==> src/rtl/rng_pkg.sv <==
// ----------------------------------------------------------------------------
// rng_pkg: shared types, constants and mask helper for rng_range_buffer. Rev 1.0
// ----------------------------------------------------------------------------
`default_nettype none

package rng_pkg;

  localparam int RNG_WORD_W = 16;

  typedef enum logic [1:0] {
    LO   = 2'd0,
    HI   = 2'd1,
    EVAL = 2'd2
  } rng_state_t;

  // Smear the highest set bit downward: gives the smallest 2^k-1 covering range_max.
  function automatic logic [RNG_WORD_W-1:0] mask_for(input logic [RNG_WORD_W-1:0] range_max);
    logic [RNG_WORD_W-1:0] m;
    m = range_max;
    m = m | (m >> 1);
    m = m | (m >> 2);
    m = m | (m >> 4);
    m = m | (m >> 8);
    return m;
  endfunction

endpackage

`default_nettype wire

==> src/rtl/rng_fifo.sv <==
// ----------------------------------------------------------------------------
// rng_fifo: show-ahead synchronous FIFO with flush and registered flags. Rev 1.0
// ----------------------------------------------------------------------------
`default_nettype none

module rng_fifo #(
  parameter  int DEPTH = 4,
  parameter  int WIDTH = 16,
  localparam int PTR_W = $clog2(DEPTH),
  localparam int CNT_W = PTR_W + 1
) (
  input  logic             clk,
  input  logic             rst,
  input  logic             flush,
  input  logic             push,
  input  logic [WIDTH-1:0] push_data,
  input  logic             pop,
  output logic [WIDTH-1:0] rd_data,
  output logic [CNT_W-1:0] count,
  output logic             full,
  output logic             empty
);

  localparam logic [CNT_W-1:0] DEPTH_C = CNT_W'(DEPTH);

  logic [WIDTH-1:0] mem [DEPTH];
  logic [PTR_W-1:0] wr_ptr;
  logic [PTR_W-1:0] rd_ptr;
  logic [CNT_W-1:0] count_next;
  logic             do_push;
  logic             do_pop;

  // A pop frees a slot on the same edge, so a push into a full FIFO is legal then.
  assign do_pop  = pop && !empty;
  assign do_push = push && (!full || do_pop);
  assign rd_data = mem[rd_ptr];

  always_comb begin
    count_next = count;
    case ({do_push, do_pop})
      2'b10:   count_next = count + CNT_W'(1);
      2'b01:   count_next = count - CNT_W'(1);
      default: count_next = count;
    endcase
  end

  always_ff @(posedge clk or posedge rst) begin
    if (rst) begin
      wr_ptr <= '0;
      rd_ptr <= '0;
      count  <= '0;
      full   <= 1'b0;
      empty  <= 1'b1;
      for (int i = 0; i < DEPTH; i++) mem[i] <= '0;
    end else if (flush) begin
      wr_ptr <= '0;
      rd_ptr <= '0;
      count  <= '0;
      full   <= 1'b0;
      empty  <= 1'b1;
    end else begin
      if (do_push) begin
        mem[wr_ptr] <= push_data;
        wr_ptr      <= wr_ptr + PTR_W'(1);
      end
      if (do_pop) rd_ptr <= rd_ptr + PTR_W'(1);
      count <= count_next;
      full  <= (count_next == DEPTH_C);
      empty <= (count_next == '0);
    end
  end

endmodule

`default_nettype wire

==> src/rtl/rng_range_buffer.sv <==
// ----------------------------------------------------------------------------
// rng_range_buffer: packs LFSR bytes, mask-and-reject ranges them, buffers results. Rev 1.0
// ----------------------------------------------------------------------------
`default_nettype none

module rng_range_buffer
  import rng_pkg::*;
#(
  parameter int DEPTH  = 4,
  parameter int WORD_W = RNG_WORD_W
) (
  input  logic              clk,
  input  logic              rst,
  input  logic [7:0]        lfsr_q,
  input  logic              lfsr_vld,
  input  logic [WORD_W-1:0] range_max,
  input  logic              flush,
  input  logic              rd_en,
  output logic [WORD_W-1:0] rd_data,
  output logic              rd_vld,
  output logic              full,
  output logic [WORD_W-1:0] reject_cnt
);

  localparam int               CNT_W   = $clog2(DEPTH) + 1;
  localparam logic [CNT_W-1:0] DEPTH_C = CNT_W'(DEPTH);

  rng_state_t        state;
  logic [7:0]        lo_byte;
  logic [WORD_W-1:0] word;
  logic [WORD_W-1:0] mask;
  logic [WORD_W-1:0] cand;
  logic              in_range;
  logic              pop_ok;
  logic              can_push;
  logic              push;
  logic              fifo_empty;
  logic [CNT_W-1:0]  fifo_count;

  assign mask     = mask_for(range_max);
  assign cand     = word & mask;
  assign in_range = (cand <= range_max);
  assign rd_vld   = !fifo_empty;
  assign pop_ok   = rd_en && rd_vld;
  assign can_push = (fifo_count != DEPTH_C) || pop_ok;
  assign push     = (state == EVAL) && in_range && can_push && !flush;

  rng_fifo #(
    .DEPTH (DEPTH),
    .WIDTH (WORD_W)
  ) u_fifo (
    .clk       (clk),
    .rst       (rst),
    .flush     (flush),
    .push      (push),
    .push_data (cand),
    .pop       (rd_en),
    .rd_data   (rd_data),
    .count     (fifo_count),
    .full      (full),
    .empty     (fifo_empty)
  );

  always_ff @(posedge clk or posedge rst) begin
    if (rst) begin
      state      <= LO;
      lo_byte    <= '0;
      word       <= '0;
      reject_cnt <= '0;
    end else if (flush) begin
      state <= LO;
    end else begin
      case (state)
        LO: begin
          if (lfsr_vld) begin
            lo_byte <= lfsr_q;
            state   <= HI;
          end
        end
        HI: begin
          if (lfsr_vld) begin
            word  <= {lfsr_q, lo_byte};
            state <= EVAL;
          end
        end
        EVAL: begin
          // Out-of-range candidates are discarded; in-range ones wait for a slot.
          if (!in_range) begin
            if (reject_cnt != '1) reject_cnt <= reject_cnt + WORD_W'(1);
            state <= LO;
          end else if (can_push) begin
            state <= LO;
          end
        end
        default: state <= LO;
      endcase
    end
  end

endmodule

`default_nettype wire

==> config.mk <==
export PLATFORM = sky130hd
export DESIGN_NAME = rng_range_buffer
export DESIGN_NICKNAME = d
export VERILOG_FILES = /design/src/rtl/rng_pkg.sv /design/src/rtl/rng_fifo.sv /design/src/rtl/rng_range_buffer.sv
export SDC_FILE = /design/constraint.sdc
export NUM_CORES = 1
export LEC_CHECK = 0
export ABC_AREA = 1
export CORE_MARGIN = 4
export CORE_UTILIZATION = 50
export DETAILED_ROUTE_END_ITERATION = 12
export MAX_ROUTING_LAYER = met4
export PLACE_DENSITY_LB_ADDON = 0.1
export SLEW_MARGIN = 20
export SYNTH_ARGS = -nofsm -noshare
export SYNTH_HDL_FRONTEND = slang
export SYNTH_SLANG_ARGS = --single-unit
==> constraint.sdc <==
create_clock -name clk -period 12.8 [get_ports clk]
set_clock_uncertainty 0.05 [all_clocks]
set_input_delay 3.2 -clock clk [delete_from_list [all_inputs] [get_ports clk]]
set_output_delay 3.2 -clock clk [all_outputs]
set_load 0.005 [all_outputs]
==> impl_metrics.py <==
metrics = {
    "detailed_routing": {
        "wl_um": 15600,
        "met3RoutedLength_um": 1090,
        "wirelength_met1_um": 7010,
        "vias": 5427,
        "drt_first_iter_violations": 536,
        "postRouteAntennaNets": 0,
        "routed.top_layer": "met4",
        "met2_wirelength_um": 7300,
        "drt_pass1_iterations": 5,
        "drcViolationCount": 0,
        "routed_via_density": 5.50,
        "average_detailed_routed_wire_length_per_instance_um": 15.8,
    },
    "setup_path": {
        "critical_path_peak_fanout": 8,
        "critical_path.cell_chain": "clkdlybuf4s50_1, nor2_1, nand2_1, nor2_1, nand3_1, nor2_1, a21boi_0, ha_1, nand2_1, nor3_1, nand4_2, nand2_4, nand3_1, ha_1, fa_1, nor2_1, nor2_1, nand2_1, xor2_1, nor2_1, a21oi_1",
        "critical_path_arrival_ns": 7.35,
        "crit_top_cell": "nor2_1",
        "crit_type": "in -> reg",
        "end_kind": "flip-flop",
        "cp_data_required_time_ns": 13.08,
        "timing.critical_path.from_type": "input port",
        "critPathSlowestCell": "clkdlybuf4s50_1",
        "cp_slowest_stage_delay_ns": 0.46,
    },
    "clock_network": {
        "insertion_delay_ns": 0.41,
        "clock_tree.root_cell": "clkbuf_16",
        "clock_tree.htree_level_count": 4,
        "post-cts-setup-buffer-count": 0,
        "cts_buffers": 17,
        "cts-root-to-sink-buffers": 2,
        "worst_setup_hold_path_clk_slew_ns": 0.05,
        "holdBufCountCts": 0,
        "tritoncts": "done",
        "tritoncts_num_sinks": 115,
        "post_cts.resized_instances": 0,
    },
    "sta": {
        "period_minus_slack_ns": 7.07,
        "timing_max_transition_violations_final": 0,
        "setup_viol": 0,
        "worst_pin_slew_ns": 1.08,
        "timing_hold_violations_final": 0,
        "timing.slew.headroom_pct": 28.2,
        "fin_tns_setup_ns": 0,
        "final_min_period_over_clock_period_pct": 55.2,
        "clock.fmax_ghz": 0.141,
        "rsz0062_at_grt": "false",
    },
    "floorplanning": {
        "core_sq_um": 12100,
        "initial_core_util_pct": 51.3,
        "rows": 40,
        "boundaryPins": 63,
        "fp.dieH_um": 119,
        "die-area_sq_um": 14200,
        "die_x_um": 119,
    },
    "outcome": {
        "run_status": "finished clean",
    },
    "synthesis": {
        "post_synth_xor_area_fraction_pct": 1.84,
        "synth.ff_latch_count": 115,
        "combinational_family_with_the_most_area_after_synthesis": "simple AND/OR/NAND/NOR gates",
        "synth.mux.area_fraction_pct": 0.708,
        "synth_nets": 813,
        "synthesis.area_per_instance_sq_um": 8.11,
        "synth_enable_flop_cells": 0,
        "synth.yosys.warnings": 0,
        "ys_seq_area_share_pct": 46.6,
        "postSynth.asyncResetShare_pct": 100,
        "synth_compound_gate_area_share_pct": 9.05,
        "post_synth_and_or_nand_nor_area_fraction_pct": 29.4,
        "yosysUniqueCellTypes": 38,
        "synth_adder_area_share_pct": 4.57,
        "ys_dominant_reg_cell": "dfrtp_1",
        "post_synth_inst_count": 762,
        "synth.cell_area_sq_um": 6180,
    },
    "final_layout": {
        "filler_cell_count": 1093,
        "layout.nets": 856,
        "layout-drive-gt1-share_pct": 7.33,
        "insertedDiodeCount": 0,
        "finalCoreUtilization_pct": 61.9,
        "finish.instance_area_sq_um": 7470,
        "area_growth_syn_to_layout_pct": 20.8,
    },
    "place": {
        "dp_hpwl_um": 10200,
        "routabilityCongestion": 0.875,
        "placement.io_buffers": 62,
        "placedInstanceArea_sq_um": 6830,
    },
    "global_routing": {
        "globalRouteTotalUtil_pct": 23.8,
        "grt_first_pass_wirelength_um": 26500,
        "overflow": 0,
        "grt_start_max_net_pins": 72,
        "antenna_found_initial": 0,
        "number_of_global_route_vias_before_repair": 5363,
    },
    "pwr": {
        "worst_vdd_ir_mv": 0.116,
        "power.density_nw_per_um2": 163,
        "static-leakage-power_nw": 3.80,
    },
    "run": {
        "max_cap_viol_count": 0,
    },
    "worst_hold_path": {
        "hold_path_class": "reg -> reg",
    },
}
## power by group
group | internal [mW] | switching (mW) | total [mW]
logic | 0.119 | 0.150 | 0.269
clock network | 0.344 | 0.160 | 0.503
registers | 0.413 | 0.0308 | 0.443
## metrics by stage
| step | std cells | setup slack (ns) | hold WS, ns | power (mW) |
|---|---|---|---|---|
| global route | 986 | 5.30 | 0.451 | 1.29 |
| finish | 986 | 5.73 | 0.425 | 1.22 |
| floorplan | 762 | 6.42 | 0.394 | 0.603 |
| detailed placement | 954 | 5.35 | 0.412 | 0.718 |
| global placement | 954 | 5.51 | 0.408 | 0.709 |
| CTS | 986 | 5.76 | 0.427 | 1.22 |
## layout by cell type (no fill, tap or decap), types with 13 or more instances in the layout
cell	count
o22ai_1	16
clkbuf_16	17
ha_1	21
a21oi_1	14
xor2_1	13
clkdlybuf4s50_1	62
nand3_1	18
o21ai_0	56
dfrtp_1	114
nor2_1	67
inv_1	65
nand2_1	214
nand4_1	69
## routing by layer
layer  global-route usage, %  vias up
met5                       -        -
met2                    36.2      202
met3                    6.27       20
met4                    6.73        0
met1                    31.7     2583
li1                        -     2622
## final cells by class
cell class | count | area (sq um) | area share, %
clock inverters | 11 | 155 | 2.08
repair buffers | 66 | 651 | 8.71
inverters | 70 | 265 | 3.55
multi-input cells | 535 | 2830 | 37.9
flip-flops and latches | 115 | 2880 | 38.5
clock buffers | 21 | 480 | 6.43
well taps | 168 | 210 | 2.81
## cells by family (layout without fill, tap and decap cells)
group,count (synthesis),after routing
buffers and inverters,112,168
multiplexers,4,4
XOR/XNOR,13,13
AND/OR/NAND/NOR,394,394
adder cells (fa/ha/maj),22,22
AO/OA/AOI/OAI,102,102
flip-flops,115,115
## critical path, delay by kind of cell
family                     cells  cell delay, ns
adders and majority gates      3            1.07
and+or+nand+nor               14            1.99
AOI/OAI and AO/OA              2            0.44
buffers and inverters          1            0.46
xor gates and xnor gates       1            0.19
## registers in the layout, indices dropped and copies added (netlist names)
register / count
u_fifo.mem: 64
reject_cnt: 16
word: 16
lo_byte: 8
u_fifo.count: 3
state: 2
u_fifo.rd_ptr: 2
u_fifo.wr_ptr: 2
u_fifo.empty: 1
u_fifo.full: 1
## final timing paths
check	from	endpoint	slack [ns]	depth (start not counted)
hold reg to reg	u_fifo.mem[41]	u_fifo.mem[41]	0.43	2
hold / removal	u_fifo.mem[41]	u_fifo.mem[41]	0.43	2
min in group asynchronous	rst	reject_cnt[0]	3.26	2
max in group asynchronous	rst	u_fifo.mem[30]	8.28	3
setup / recovery	range_max[15]	u_fifo.empty	5.73	21
setup reg to reg	word[13]	u_fifo.empty	9.14	16
## synthesized netlist by cell type, types with 2 or more instances
cell      number  share of area, %
nand3b_1       2              0.24
a21oi_1       14               1.1
buf_2         11              0.89
o22ai_1       16               1.6
nand4_4        4               1.4
ha_1          21               4.3
clkbuf_1      21               1.3
nor2_2         3              0.30
buf_4          7              0.85
nand4_1       69               7.0
buf_6          3              0.55
o21ai_1        6              0.49
a21boi_0       4              0.49
nand3_1       18               1.5
nand2_1      214                13
dfrtp_1      114                46
mux2_2         3              0.55
xor2_1        13               1.8
nor2_1        67               4.1
inv_2          3              0.18
nand4_2        2              0.40
inv_1         66               4.0
nor4_1         2              0.20
nand2_2        2              0.20
a31oi_1        2              0.20
nor3_1         8              0.65
o21ai_0       56               4.5
Note: power is estimated with default switching activity, not from simulation.
